<file path="config.mk">
export PLATFORM = sky130hd
export DESIGN_NAME = field_builder
export DESIGN_NICKNAME = d
export VERILOG_FILES = /design/src/rtl/field_builder.sv
export SDC_FILE = /design/constraint.sdc
export NUM_CORES = 2
export LEC_CHECK = 0
export BUFFER_PORTS_ARGS = -buffer_cell sky130_fd_sc_hd__buf_2
export CAP_MARGIN = 10
export CELL_PAD_IN_SITES_DETAIL_PLACEMENT = 1
export CELL_PAD_IN_SITES_GLOBAL_PLACEMENT = 1
export CORE_AREA = 10 10 708 710
export DETAILED_ROUTE_END_ITERATION = 10
export DIE_AREA = 0 0 718 720
export GPL_TIMING_DRIVEN = 1
export PLACE_DENSITY = 0.37
export SETUP_SLACK_MARGIN = 0.1
export SLEW_MARGIN = 40
export SYNTH_ARGS = -nofsm -noshare
export SYNTH_HDL_FRONTEND = slang
export SYNTH_SLANG_ARGS = --single-unit
</file>
<file path="constraint.sdc">
create_clock -name clk -period 51.2 [get_ports clk]
set_input_delay 15.36 -clock clk [delete_from_list [all_inputs] [get_ports clk]]
set_output_delay 15.36 -clock clk [all_outputs]
set_load 0.02 [all_outputs]
</file>
<file path="src/rtl/field_builder.sv">
// field_builder: multi-cycle rasteriser of snake segments and apple into a 2-bit-per-cell field map.
// Define FIELD_BUILDER_WALLS_EN to have every build start from a field with blocked border cells.
module field_builder #(
    parameter int SIZE_X  = 10,
    parameter int SIZE_Y  = 10,
    parameter int COORD_W = 8,
    parameter int MAX_LEN = 100
) (
    input  logic                         clk,
    input  logic                         rst,
    input  logic                         step,
    input  logic [15:0]                  lengh,
    input  logic [2*COORD_W*MAX_LEN-1:0] snake_xy,
    input  logic [COORD_W-1:0]           apple_x,
    input  logic [COORD_W-1:0]           apple_y,
    input  logic                         apple_valid,
    output logic [2*SIZE_X*SIZE_Y-1:0]   field,
    output logic [15:0]                  empty_cells,
    output logic                         busy,
    output logic                         done,
    output logic                         collision,
    output logic                         oob,
    output logic                         apple_hit
);
    localparam int N_CELLS = SIZE_X * SIZE_Y;
    localparam int FIELD_W = 2 * N_CELLS;
    localparam int SNAKE_W = 2 * COORD_W * MAX_LEN;
    localparam int FB_W    = $clog2(FIELD_W);
    localparam int SB_W    = $clog2(SNAKE_W);
    localparam logic [15:0] MAX_LEN_L = 16'(MAX_LEN);
    localparam logic [31:0] SX = 32'(SIZE_X);
    localparam logic [31:0] SY = 32'(SIZE_Y);

    typedef enum logic [2:0] {S_IDLE, S_CLEAR, S_DRAW, S_APPLE, S_DONE} state_t;

`ifdef FIELD_BUILDER_WALLS_EN
    function automatic logic [FIELD_W-1:0] wall_map();
        logic [FIELD_W-1:0] m;
        m = '0;
        for (int y = 0; y < SIZE_Y; y++)
            for (int x = 0; x < SIZE_X; x++)
                if (x == 0 || x == SIZE_X-1 || y == 0 || y == SIZE_Y-1)
                    m[FB_W'(2*(y*SIZE_X+x)) +: 2] = 2'b11;
        return m;
    endfunction
    localparam logic [FIELD_W-1:0] CLEAR_MAP   = wall_map();
    localparam logic [15:0]        CLEAR_EMPTY = 16'(N_CELLS - 2*(SIZE_X+SIZE_Y) + 4);
`else
    localparam logic [FIELD_W-1:0] CLEAR_MAP   = '0;
    localparam logic [15:0]        CLEAR_EMPTY = 16'(N_CELLS);
`endif

    state_t               state_q, state_d;
    logic [FIELD_W-1:0]   field_q, field_d;
    logic [15:0]          empty_q, empty_d;
    logic [15:0]          idx_q, idx_d;
    logic [15:0]          len_q, len_d;
    logic [SNAKE_W-1:0]   snake_q, snake_d;
    logic [COORD_W-1:0]   ax_q, ax_d, ay_q, ay_d;
    logic                 av_q, av_d;
    logic                 col_q, col_d, oob_q, oob_d, ah_q, ah_d;

    // Coordinate under consideration this cycle: current segment in DRAW, apple in APPLE.
    logic [SB_W-1:0]      seg_base;
    logic [COORD_W-1:0]   cur_x, cur_y;
    logic                 in_range;
    logic [31:0]          cell_lin;
    logic [FB_W-1:0]      bit_pos;
    logic [1:0]           cell_val;

    always_comb begin
        seg_base = SB_W'(idx_q) * SB_W'(2*COORD_W);
        if (state_q == S_APPLE) begin
            cur_x = ax_q;
            cur_y = ay_q;
        end else begin
            cur_x = snake_q[seg_base +: COORD_W];
            cur_y = snake_q[seg_base + SB_W'(COORD_W) +: COORD_W];
        end
        in_range = (32'(cur_x) < SX) && (32'(cur_y) < SY);
        cell_lin = 32'(cur_y) * SX + 32'(cur_x);
        bit_pos  = FB_W'(cell_lin << 1);
        cell_val = field_q[bit_pos +: 2];
    end

    always_comb begin
        // NOTE: every variable gets its hold value first so no path through the case infers a latch.
        state_d = state_q;
        field_d = field_q;
        empty_d = empty_q;
        idx_d   = idx_q;
        len_d   = len_q;
        snake_d = snake_q;
        ax_d    = ax_q;
        ay_d    = ay_q;
        av_d    = av_q;
        col_d   = col_q;
        oob_d   = oob_q;
        ah_d    = ah_q;
        case (state_q)
            S_IDLE: if (step) begin
                len_d   = (lengh > MAX_LEN_L) ? MAX_LEN_L : lengh;
                snake_d = snake_xy;
                ax_d    = apple_x;
                ay_d    = apple_y;
                av_d    = apple_valid;
                idx_d   = '0;
                col_d   = 1'b0;
                oob_d   = 1'b0;
                ah_d    = 1'b0;
                state_d = S_CLEAR;
            end
            S_CLEAR: begin
                field_d = CLEAR_MAP;
                empty_d = CLEAR_EMPTY;
                state_d = (len_q == '0) ? S_APPLE : S_DRAW;
            end
            S_DRAW: begin
                if (!in_range) begin
                    oob_d = 1'b1;
                end else if (cell_val == 2'b00) begin
                    field_d[bit_pos +: 2] = 2'b01;
                    empty_d = empty_q - 16'd1;
                end else begin
                    col_d = 1'b1;
                end
                idx_d = idx_q + 16'd1;
                if (idx_d == len_q) state_d = S_APPLE;
            end
            S_APPLE: begin
                // A wall cell (11) under the apple is silently left alone.
                if (av_q) begin
                    if (!in_range) begin
                        oob_d = 1'b1;
                    end else if (cell_val == 2'b00) begin
                        field_d[bit_pos +: 2] = 2'b10;
                        empty_d = empty_q - 16'd1;
                    end else if (cell_val == 2'b01) begin
                        ah_d = 1'b1;
                    end
                end
                state_d = S_DONE;
            end
            S_DONE:  state_d = S_IDLE;
            default: state_d = S_IDLE;
        endcase
    end

    // NOTE: sequential state uses non-blocking assignments so every flop samples pre-edge values.
    always_ff @(posedge clk or negedge rst) begin
        if (!rst) begin
            state_q <= S_IDLE;
            field_q <= '0;
            empty_q <= 16'(N_CELLS);
            idx_q   <= '0;
            len_q   <= '0;
            ax_q    <= '0;
            ay_q    <= '0;
            av_q    <= 1'b0;
            col_q   <= 1'b0;
            oob_q   <= 1'b0;
            ah_q    <= 1'b0;
        end else begin
            state_q <= state_d;
            field_q <= field_d;
            empty_q <= empty_d;
            idx_q   <= idx_d;
            len_q   <= len_d;
            ax_q    <= ax_d;
            ay_q    <= ay_d;
            av_q    <= av_d;
            col_q   <= col_d;
            oob_q   <= oob_d;
            ah_q    <= ah_d;
        end
    end

    // NOTE: the segment snapshot is storage that is always loaded before it is read, so it carries no reset.
    always_ff @(posedge clk) begin
        snake_q <= snake_d;
    end

    assign field       = field_q;
    assign empty_cells = empty_q;
    assign busy        = (state_q == S_CLEAR) || (state_q == S_DRAW) || (state_q == S_APPLE);
    assign done        = (state_q == S_DONE);
    assign collision   = col_q;
    assign oob         = oob_q;
    assign apple_hit   = ah_q;
endmodule

</file>
==> impl_metrics.env <==
export IMPL_place_ws_ps=30340
export IMPL_netlist_top_cells_area="edfxtp_1, mux4_2, dfrtp_1"
export IMPL_io_buffers=1856
export IMPL_timing_rr_end="field[90]"
export IMPL_clock_sinks=1871
export IMPL_status="finished clean"
export IMPL_core_area_um2=487800
export IMPL_cts_resized_gates=0
export IMPL_cp_depth=10
export IMPL_place_hpwl_um=318000
export IMPL_clk_pin_slew_worst_paths_ps=60
export IMPL_synth_main_ff_cell="edfxtp_1"
export IMPL_grt_first_pass_wirelength_um=524900
export IMPL_path_common_cell="buf_4"
export IMPL_syn_nets=5755
export IMPL_post_cts_buffers=0
export IMPL_syn_inst=4105
export IMPL_crit_buf_inv=9
export IMPL_hold_buffers=0
export IMPL_place_gp_congestion=0.7940
export IMPL_die_h_um=720
export IMPL_synth_top_cell_by_area="edfxtp_1"
export IMPL_yosysMostFrequentCell="edfxtp_1"
export IMPL_p_seq_share_pct=29.2
export IMPL_vias_per_cell=3.920
export IMPL_ys_seq_area_share_pct=72.82
export IMPL_slew_headroom_pct=40.30
export IMPL_cts_tree="yes"
export IMPL_first_global_vias=53594
export IMPL_post_route_cells_drive_above_1_share_pct=45.97
export IMPL_cap_viol_max_count=0
export IMPL_combPwrFrac_pct=48.1
export IMPL_drc=0
export IMPL_crit_family="buffers and inverters"
export IMPL_reg2reg_from="idx_q[0]"
export IMPL_critPathKind="in -> reg"
export IMPL_startpoint="step"
export IMPL_final_setup_viol_count=0
export IMPL_synth_edff_count=1600
export IMPL_startpoint_type="primary input"
export IMPL_async_reset_ff_share_pct=14.48
export IMPL_worst_r2r_path_depth=25
export IMPL_max_stage_delay_ps=700
export IMPL_clock_latency_ps=1000
export IMPL_worst_pin_slew_ps=895.5
export IMPL_drt_total_wl_um=404000
export IMPL_wl_per_cell_um=31.42
export IMPL_p_sw_mw=3.341
export IMPL_ir_worst_vdd_v=0.0001395
export IMPL_start_util_pct=15.43
export IMPL_drt_pass1_iterations=5
export IMPL_cp_endpoint="snake_q[1370]"
export IMPL_synth_top_area_share_pct=63.81
export IMPL_maxSlewViolCount=0
export IMPL_grt_antenna_before_repair=610
export IMPL_p_clk_share_pct=22.7
export IMPL_htree_levels=4
export IMPL_worstPathCellList="buf_2 > nand3b_1 > buf_4 > inv_8 > buf_4 > buf_12 > buf_4 > buf_4 > buf_6 > buf_4"
export IMPL_powerDensity_nw_per_um2=72.51
export IMPL_synth_common_cells="edfxtp_1, mux4_2, o21ai_0"
export IMPL_yosysWarnings=0
export IMPL_clock_skew_ps=133.4
export IMPL_finalCritPeriodShare_pct=37.39
export IMPL_critPathMaxFanout=79
export IMPL_finalCriticalPeriod_ps=19140
export IMPL_rows=257
export IMPL_final_cells=12858
export IMPL_root_buffer="clkbuf_16"
export IMPL_ys_ff_latch=1871
export IMPL_die_area_um2=517000
export IMPL_fin_ws_ps=32060
export IMPL_crit_path_end_kind="flip-flop"
export IMPL_avgSynthCellArea_um2=18.34
export IMPL_fillers=53711
export IMPL_layout_nets=7715
export IMPL_netlist_area_um2=75290
export IMPL_syn2layout_area_growth_pct=33.93
export IMPL_drtAntennaViolNets=0
export IMPL_ios=1857
export IMPL_grt_overflow=0
export IMPL_cts_buffer_depth=4
export IMPL_max_freq_ghz=0.05224
export IMPL_critPathArrivalTime_ps=19700
export IMPL_grt_max_degree=154
export IMPL_min_path_type="reg -> reg"
export IMPL_dp_cells=12299
export IMPL_grt_usage_pct=14.95
export IMPL_dr_first_iter_drc_count=3795
export IMPL_switching_share_pct=45.70
export IMPL_numCtsBuffers=235
export IMPL_vias=50409
export IMPL_rsz0062_at_grt="no"
export IMPL_hold_viol=0
export IMPL_p_leak_nw=36.12
export IMPL_setup_tns_final_ps=0
export IMPL_hold_depth=2
export IMPL_crit_slowest_cell="buf_4"
export IMPL_cp_required_ps=51750
export IMPL_internal_power_mw=3.970
export IMPL_die_x_um=718
export IMPL_rrSetupSlack_ps=40040
export IMPL_yosysUniqueCellTypes=80
[placed cells by master, fill, tap and decap left out, types with 14 or more instances in the layout]
cell / n
buf_2: 1855
edfxtp_1: 1600
mux4_2: 463
o21ai_0: 276
dfrtp_1: 261
clkbuf_16: 235
nand2_1: 233
a21oi_1: 156
nor2_1: 135
diode_2: 124
o211ai_1: 101
buf_4: 94
mux2i_1: 57
clkinv_1: 55
clkbuf_1: 43
nand3_1: 41
nor3_1: 41
clkinv_2: 41
o21ai_1: 36
inv_1: 32
xnor2_1: 27
buf_6: 22
nor2b_1: 20
a22oi_1: 19
o31ai_1: 19
o22ai_1: 17
bufinv_16: 17
xor2_1: 15
nand4_1: 15
a31oi_1: 14
and3_1: 14
[tightest hold or removal path, cell delays in order, from the launching register on]
cell     delay (ps)
dfrtp_1         340
nand2_1          50
nand2_1          60
[worst min path at each step]
stage | from | endpoint | slack (ps)
4_1_cts | ax_q[7] | ax_q[7] | 490
6_report | ay_q[0] | ay_q[0] | 480
5_1_grt | apple_hit | apple_hit | 510
3_5_place_dp | ax_q[7] | ax_q[7] | 470
2_1_floorplan | ay_q[3] | ay_q[3] | 440
3_3_place_gp | ay_q[6] | ay_q[6] | 470
[power by group through the flow]
stage / sequential, mW / combinational [mW] / clock, mW
after detailed placement: 2.18 / 3.58 / 0
after CTS: 2.15 / 3.59 / 1.73
final: 2.14 / 3.52 / 1.66
after global placement: 2.17 / 3.49 / 0
after floorplan: 2.54 / 1.90 / 0
after global routing: 2.17 / 3.74 / 1.78
[kinds of logic after synthesis]
family	Yosys count	share of synthesized area (%)
and+or+nand+nor	592	3.561
AOI/OAI and AO/OA	741	5.936
buffers and inverters	304	1.978
xor gates and xnor gates	43	0.5185
muxes	540	14.93
adders and majority gates	14	0.2526
DFF	1871	72.82
[through the flow]
stage,util [%],instance area [µm²],hold slack (ps),total power [mW]
after floorplan,-,75290,438.1,4.436
after global placement,18.96,92500,473.9,5.662
after detailed placement,19.03,92840,470.2,5.755
after CTS,20.58,100400,487.8,7.464
after global routing,20.63,100600,512.3,7.680
final,20.67,100800,484.8,7.312
[final cells by class]
type                            instances  area [µm²]  share of cell area, %
Antenna cell                          124       310.3                 0.3077
Timing Repair Buffer                 1988       10620                  10.53
Tap cell                             6475        8102                  8.034
Clock inverter                        144        1389                  1.377
Inverter                               39       161.4                 0.1601
Clock buffer                          287        6166                  6.115
Multi-Input combinational cell       1930       19240                  19.08
Sequential cell                      1871       54860                  54.40
[flip-flops by register name, summed over array words and instances (netlist names), 3 cells and up]
signal / cells
idx_q: 16
len_q: 16
state_q: 3
ay_q: 8
field: 200
ax_q: 8
snake_q: 1600
empty_cells: 16
[layer usage]
metal,GRT usage [%],up-vias,routed length (µm)
li1,-,20806,-
met1,17.41,25734,155700
met2,27.16,2451,205900
met3,4.341,1234,28810
met4,3.089,184,12500
met5,0,-,1160
(Power assumes the default switching activity.)
